### src/rtl/xoodoo_perm_ctrl.sv
// Round sequencer for a masked Xoodoo permutation: walks the one-hot round-constant
// selector and gates the two randomness loads (share 0, then share 1) of every round.
//   state | meaning
//   IDLE  | waiting for start; illegal round counts answered with err
//   LOAD  | round datapath takes the external shares
//   P0    | waiting for randomness for the share-0 mask register
//   P1    | waiting for randomness for the share-1 mask register; round completes
//   FIN   | output shares final, done pulse
module xoodoo_perm_ctrl #(
   parameter int MAX_ROUNDS = 12
) (
   input  logic                  clk,
   input  logic                  rst,
   input  logic                  start,
   input  logic [3:0]            n_rounds,
   input  logic                  rnd_valid,
   output logic                  rnd_ready,
   output logic                  rdi0_en,
   output logic                  rdi1_en,
   output logic                  load_sel,
   output logic [MAX_ROUNDS:0]   j_out,
   output logic                  busy,
   output logic                  done,
   output logic                  err
);

   localparam int JW = MAX_ROUNDS + 1;
   localparam logic [4:0] MAX_R = 5'(MAX_ROUNDS);

   typedef enum logic [2:0] {IDLE, LOAD, P0, P1, FIN} state_t;

   state_t        state_q;
   logic [JW-1:0] j_q;
   logic [3:0]    cnt_q;
   logic          busy_q, load_sel_q, rnd_ready_q, p0_q, p1_q, done_q, err_q;
   logic          n_ok;

   assign n_ok = (n_rounds != 4'd0) && ({1'b0, n_rounds} <= MAX_R);

   always_ff @(posedge clk) begin
      if (rst) begin
         state_q     <= IDLE;
         j_q         <= '0;
         cnt_q       <= '0;
         busy_q      <= 1'b0;
         load_sel_q  <= 1'b0;
         rnd_ready_q <= 1'b0;
         p0_q        <= 1'b0;
         p1_q        <= 1'b0;
         done_q      <= 1'b0;
         err_q       <= 1'b0;
      end else begin
         done_q <= 1'b0;
         err_q  <= 1'b0;
         unique case (state_q)
            IDLE: begin
               if (start) begin
                  if (n_ok) begin
                     // j and the counter are set on entry so j_out is valid during LOAD
                     state_q    <= LOAD;
                     busy_q     <= 1'b1;
                     load_sel_q <= 1'b1;
                     j_q        <= JW'(1) << (MAX_R - {1'b0, n_rounds});
                     cnt_q      <= n_rounds;
                  end else begin
                     err_q <= 1'b1;
                  end
               end
            end
            LOAD: begin
               state_q     <= P0;
               load_sel_q  <= 1'b0;
               rnd_ready_q <= 1'b1;
               p0_q        <= 1'b1;
            end
            P0: begin
               if (rnd_valid) begin
                  state_q <= P1;
                  p0_q    <= 1'b0;
                  p1_q    <= 1'b1;
               end
            end
            P1: begin
               if (rnd_valid) begin
                  cnt_q <= cnt_q - 4'd1;
                  p1_q  <= 1'b0;
                  if (cnt_q == 4'd1) begin
                     // last round: j stops at bit MAX_ROUNDS-1 and is cleared, never shifted
                     state_q     <= FIN;
                     j_q         <= '0;
                     rnd_ready_q <= 1'b0;
                     done_q      <= 1'b1;
                  end else begin
                     state_q <= P0;
                     j_q     <= j_q << 1;
                     p0_q    <= 1'b1;
                  end
               end
            end
            FIN: begin
               state_q <= IDLE;
               busy_q  <= 1'b0;
               j_q     <= '0;
            end
            default: state_q <= IDLE;
         endcase
      end
   end

   assign rnd_ready = rnd_ready_q;
   assign rdi0_en   = p0_q & rnd_valid;
   assign rdi1_en   = p1_q & rnd_valid;
   assign load_sel  = load_sel_q;
   assign j_out     = j_q;
   assign busy      = busy_q;
   assign done      = done_q;
   assign err       = err_q;

endmodule

### config.mk
export PLATFORM = sky130hd
export DESIGN_NAME = xoodoo_perm_ctrl
export DESIGN_NICKNAME = d
export VERILOG_FILES = /design/src/rtl/xoodoo_perm_ctrl.sv
export SDC_FILE = /design/constraint.sdc
export NUM_CORES = 1
export LEC_CHECK = 0
export ABC_CLOCK_PERIOD_IN_PS = 5700
export BUFFER_PORTS_ARGS = -buffer_cell sky130_fd_sc_hd__buf_4
export CORE_AREA = 2 2 65 67
export DETAILED_ROUTE_END_ITERATION = 8
export DIE_AREA = 0 0 67 69
export GPL_ROUTABILITY_DRIVEN = 1
export GPL_TIMING_DRIVEN = 1
export PLACE_DENSITY = 0.69
export SLEW_MARGIN = 20
export SYNTH_ARGS = -nofsm -noshare
export SYNTH_HDL_FRONTEND = slang
export SYNTH_SLANG_ARGS = --single-unit
export TNS_END_PERCENT = 30
### constraint.sdc
create_clock -name clk -period 5.7 [get_ports clk]
set_input_delay 0.57 -clock clk [delete_from_list [all_inputs] [get_ports clk]]
set_output_delay 0.57 -clock clk [all_outputs]
set_load 0.02 [all_outputs]
==> qor.txt <==
dpl hpwl - 2310 microns
grt ovf - 0
TNS Setup - 0 ns
I/O pin cnt - 28
Final Hold Vio Count - 0
synth warn - 0
CP max-delay cell - dfxtp_1
Initial Util - 38.1%
die height - 69 microns
CP Buf/Inv Count - 0
Critical Path Start Type - flip-flop
Seq cells post-synth - 27
Worst Path Arrival - 2.46 ns
DP Worst Slack - 3.37 ns
DR vias - 1302
PD cells - 279 mW/mm^2
Mapped Cells - 166
cts bufs inserted - 3
Layout Nets - 191
CTS resizes - 0
placed cell count - 226
DR vias/cell - 5.66
Worst Setup End Kind - flip-flop
n_diodes - 0
die width - 67 microns
f_max - 444 MHz
initial antenna violation count - 0
CP delay by family, top - simple AND/OR/NAND/NOR gates
largest net degree at the start of global routing - 21
first-pass GRT wire length - 5600 microns
commonest cells in the netlist - dfxtp_1, a21oi_1, nor2_1, o31ai_1
final setup violation count - 0
Area growth syn-to-layout - 10.7%
Netlist cell types - 52
Max Cap Viol - 0
FILL cells - 428
final period utilization - 39.5%
Crit path largest cell delay - 0.59 ns
internal power - 0.313 mW
vias in the first global route - 1176
Psw - 0.148 mW
fin cells - 230
Post-DP Area - 0.00161 sq mm
Post-synth EDFFs - 0
Clock power frac - 23.5%
overall fraction of global-route tracks in use - 15.3%
die area - 0.00462 sq mm
utilization after layout - 42.2%
unrepaired setup endpoints after global routing - false
worst hold path class - reg2reg
Clock Sinks - 27
fin area - 0.00165 sq mm
top post-synthesis cells by area - dfxtp_1, a21oi_1, o31ai_1
min Tclk post-route - 2.25 ns
main flop type after synthesis - dfxtp_1
Syn Area/Cell - 8.98 sq um
CTS tree - yes
clock skew - 0.00348 ns
Worst-path clk slew - 0.09 ns
DR DRC count - 0
Sw Share - 32.0%
post-CTS setup buffer count - 0
Gate power share - 26.7%
share of layout cells above drive strength 1 - 21.1%
crit-path cells - or3b_2, nand2_1, or2_1, mux2i_1
Yosys top cell by area - dfxtp_1
CP max FO - 15
H-tree levels - 1
crit path kind - reg2reg
Yosys top cell area share - 36.2%
sequential power share - 49.8%
row count - 23
post-synthesis sequential area ratio - 36.2%
CP required - 5.91 ns
port bufs - 27
Synth async-reset ratio - 0%
hold buffer count at CTS - 0
WL/cell - 14.4 microns
most frequent cell after synthesis - dfxtp_1
status - completed
clock latency on the worst-skew pair - 0.27 ns
Core Area - 0.00391 sq mm
synthesized area - 0.00149 sq mm
syn_nets - 176
drt total wl - 3320 microns
1st-pass router iterations - 4
Leak - 0.660 nW
drt initial violations - 92
Worst Max-Slew Pin Slew - 0.758 ns
final setup margin - 3.45 ns
routability cong. - 0.820
Max VDD drop - 0.122 mV
clock root cell - clkbuf_8
Relative slew margins - 49.3%
clk buf depth - 2
Routed Antenna Nets - 0
Slew Limit Fails - 0
layer usage:
metal | wire length (microns) | vias to the layer above | track usage [%]
li1 | - | 659 | -
met1 | 1640 | 613 | 21.9
met5 | 0 | - | 0
met2 | 1490 | 25 | 22.9
met4 | 55 | 0 | 5.44
met3 | 139 | 5 | 2.61
metrics by stage:
stage	hold WS [ns]	power [mW]
2_1_floorplan	0.449	0.326
3_3_place_gp	0.460	0.356
3_5_place_dp	0.475	0.356
4_1_cts	0.487	0.464
5_1_grt	0.514	0.489
6_report	0.485	0.461
cells by family after synthesis:
family          Yosys count  synth area share, %
buf+inv                  20                 10.8
compound gates           56                 25.9
fa+ha+maj                 2                 1.68
mux                       1                0.671
flops                    27                 36.2
simple gates             60                 24.7
state kept, by name, summed over array words and instances, names as in the netlist:
name / flops
rnd_ready: 1
p0_q: 1
cnt_q: 4
busy: 1
err: 1
load_sel: 1
done: 1
p1_q: 1
state_q: 3
j_out: 13
cell type report:
type	instances	area, sq um	share of cell area, %
inverter	3	11.3	0.682
clock buffer	4	45.0	2.73
sequential	27	541	32.7
timing repair buffer	27	203	12.3
multi-input combinational	119	790	47.8
tap	50	62.6	3.79
power groups by stage:
stage | Combinational (mW) | Sequential (mW) | Clock (mW)
after floorplan | 0.0836 | 0.243 | 0
after global placement | 0.122 | 0.234 | 0
after detailed placement | 0.122 | 0.234 | 0
after CTS | 0.123 | 0.230 | 0.112
after global routing | 0.135 | 0.234 | 0.120
final | 0.123 | 0.230 | 0.108
worst min-delay path: stages (launching register included):
cell and delay, ns:
dfxtp_1 0.33, nand2_1 0.06, mux2i_1 0.05
placed cells by master (no fill, tap or decap), drive strengths merged, types with 3 or more instances in the layout:
cell type / synthesis / routed
inv: 3 / 3
dfxtp: 27 / 27
a21oi: 16 / 16
and2: 4 / 4
nor3b: 4 / 4
a22oi: 8 / 8
buf: 6 / 27
nor3: 4 / 4
nor2: 10 / 10
nand2: 8 / 8
o31ai: 10 / 10
and3: 5 / 5
nand4: 3 / 3
o21ai: 5 / 5
nand3: 3 / 3
clkbuf: 9 / 4
worst paths after layout:
check / end / slack [ns] / startpoint / cells after the start
max reg2reg: j_out[0] / 3.45 / state_q[2] / 4
min: j_out[0] / 0.49 / j_out[0] / 2
max: j_out[0] / 3.45 / state_q[2] / 4
min reg2reg: j_out[0] / 0.49 / j_out[0] / 2
Power figures use the tool's default switching activity.
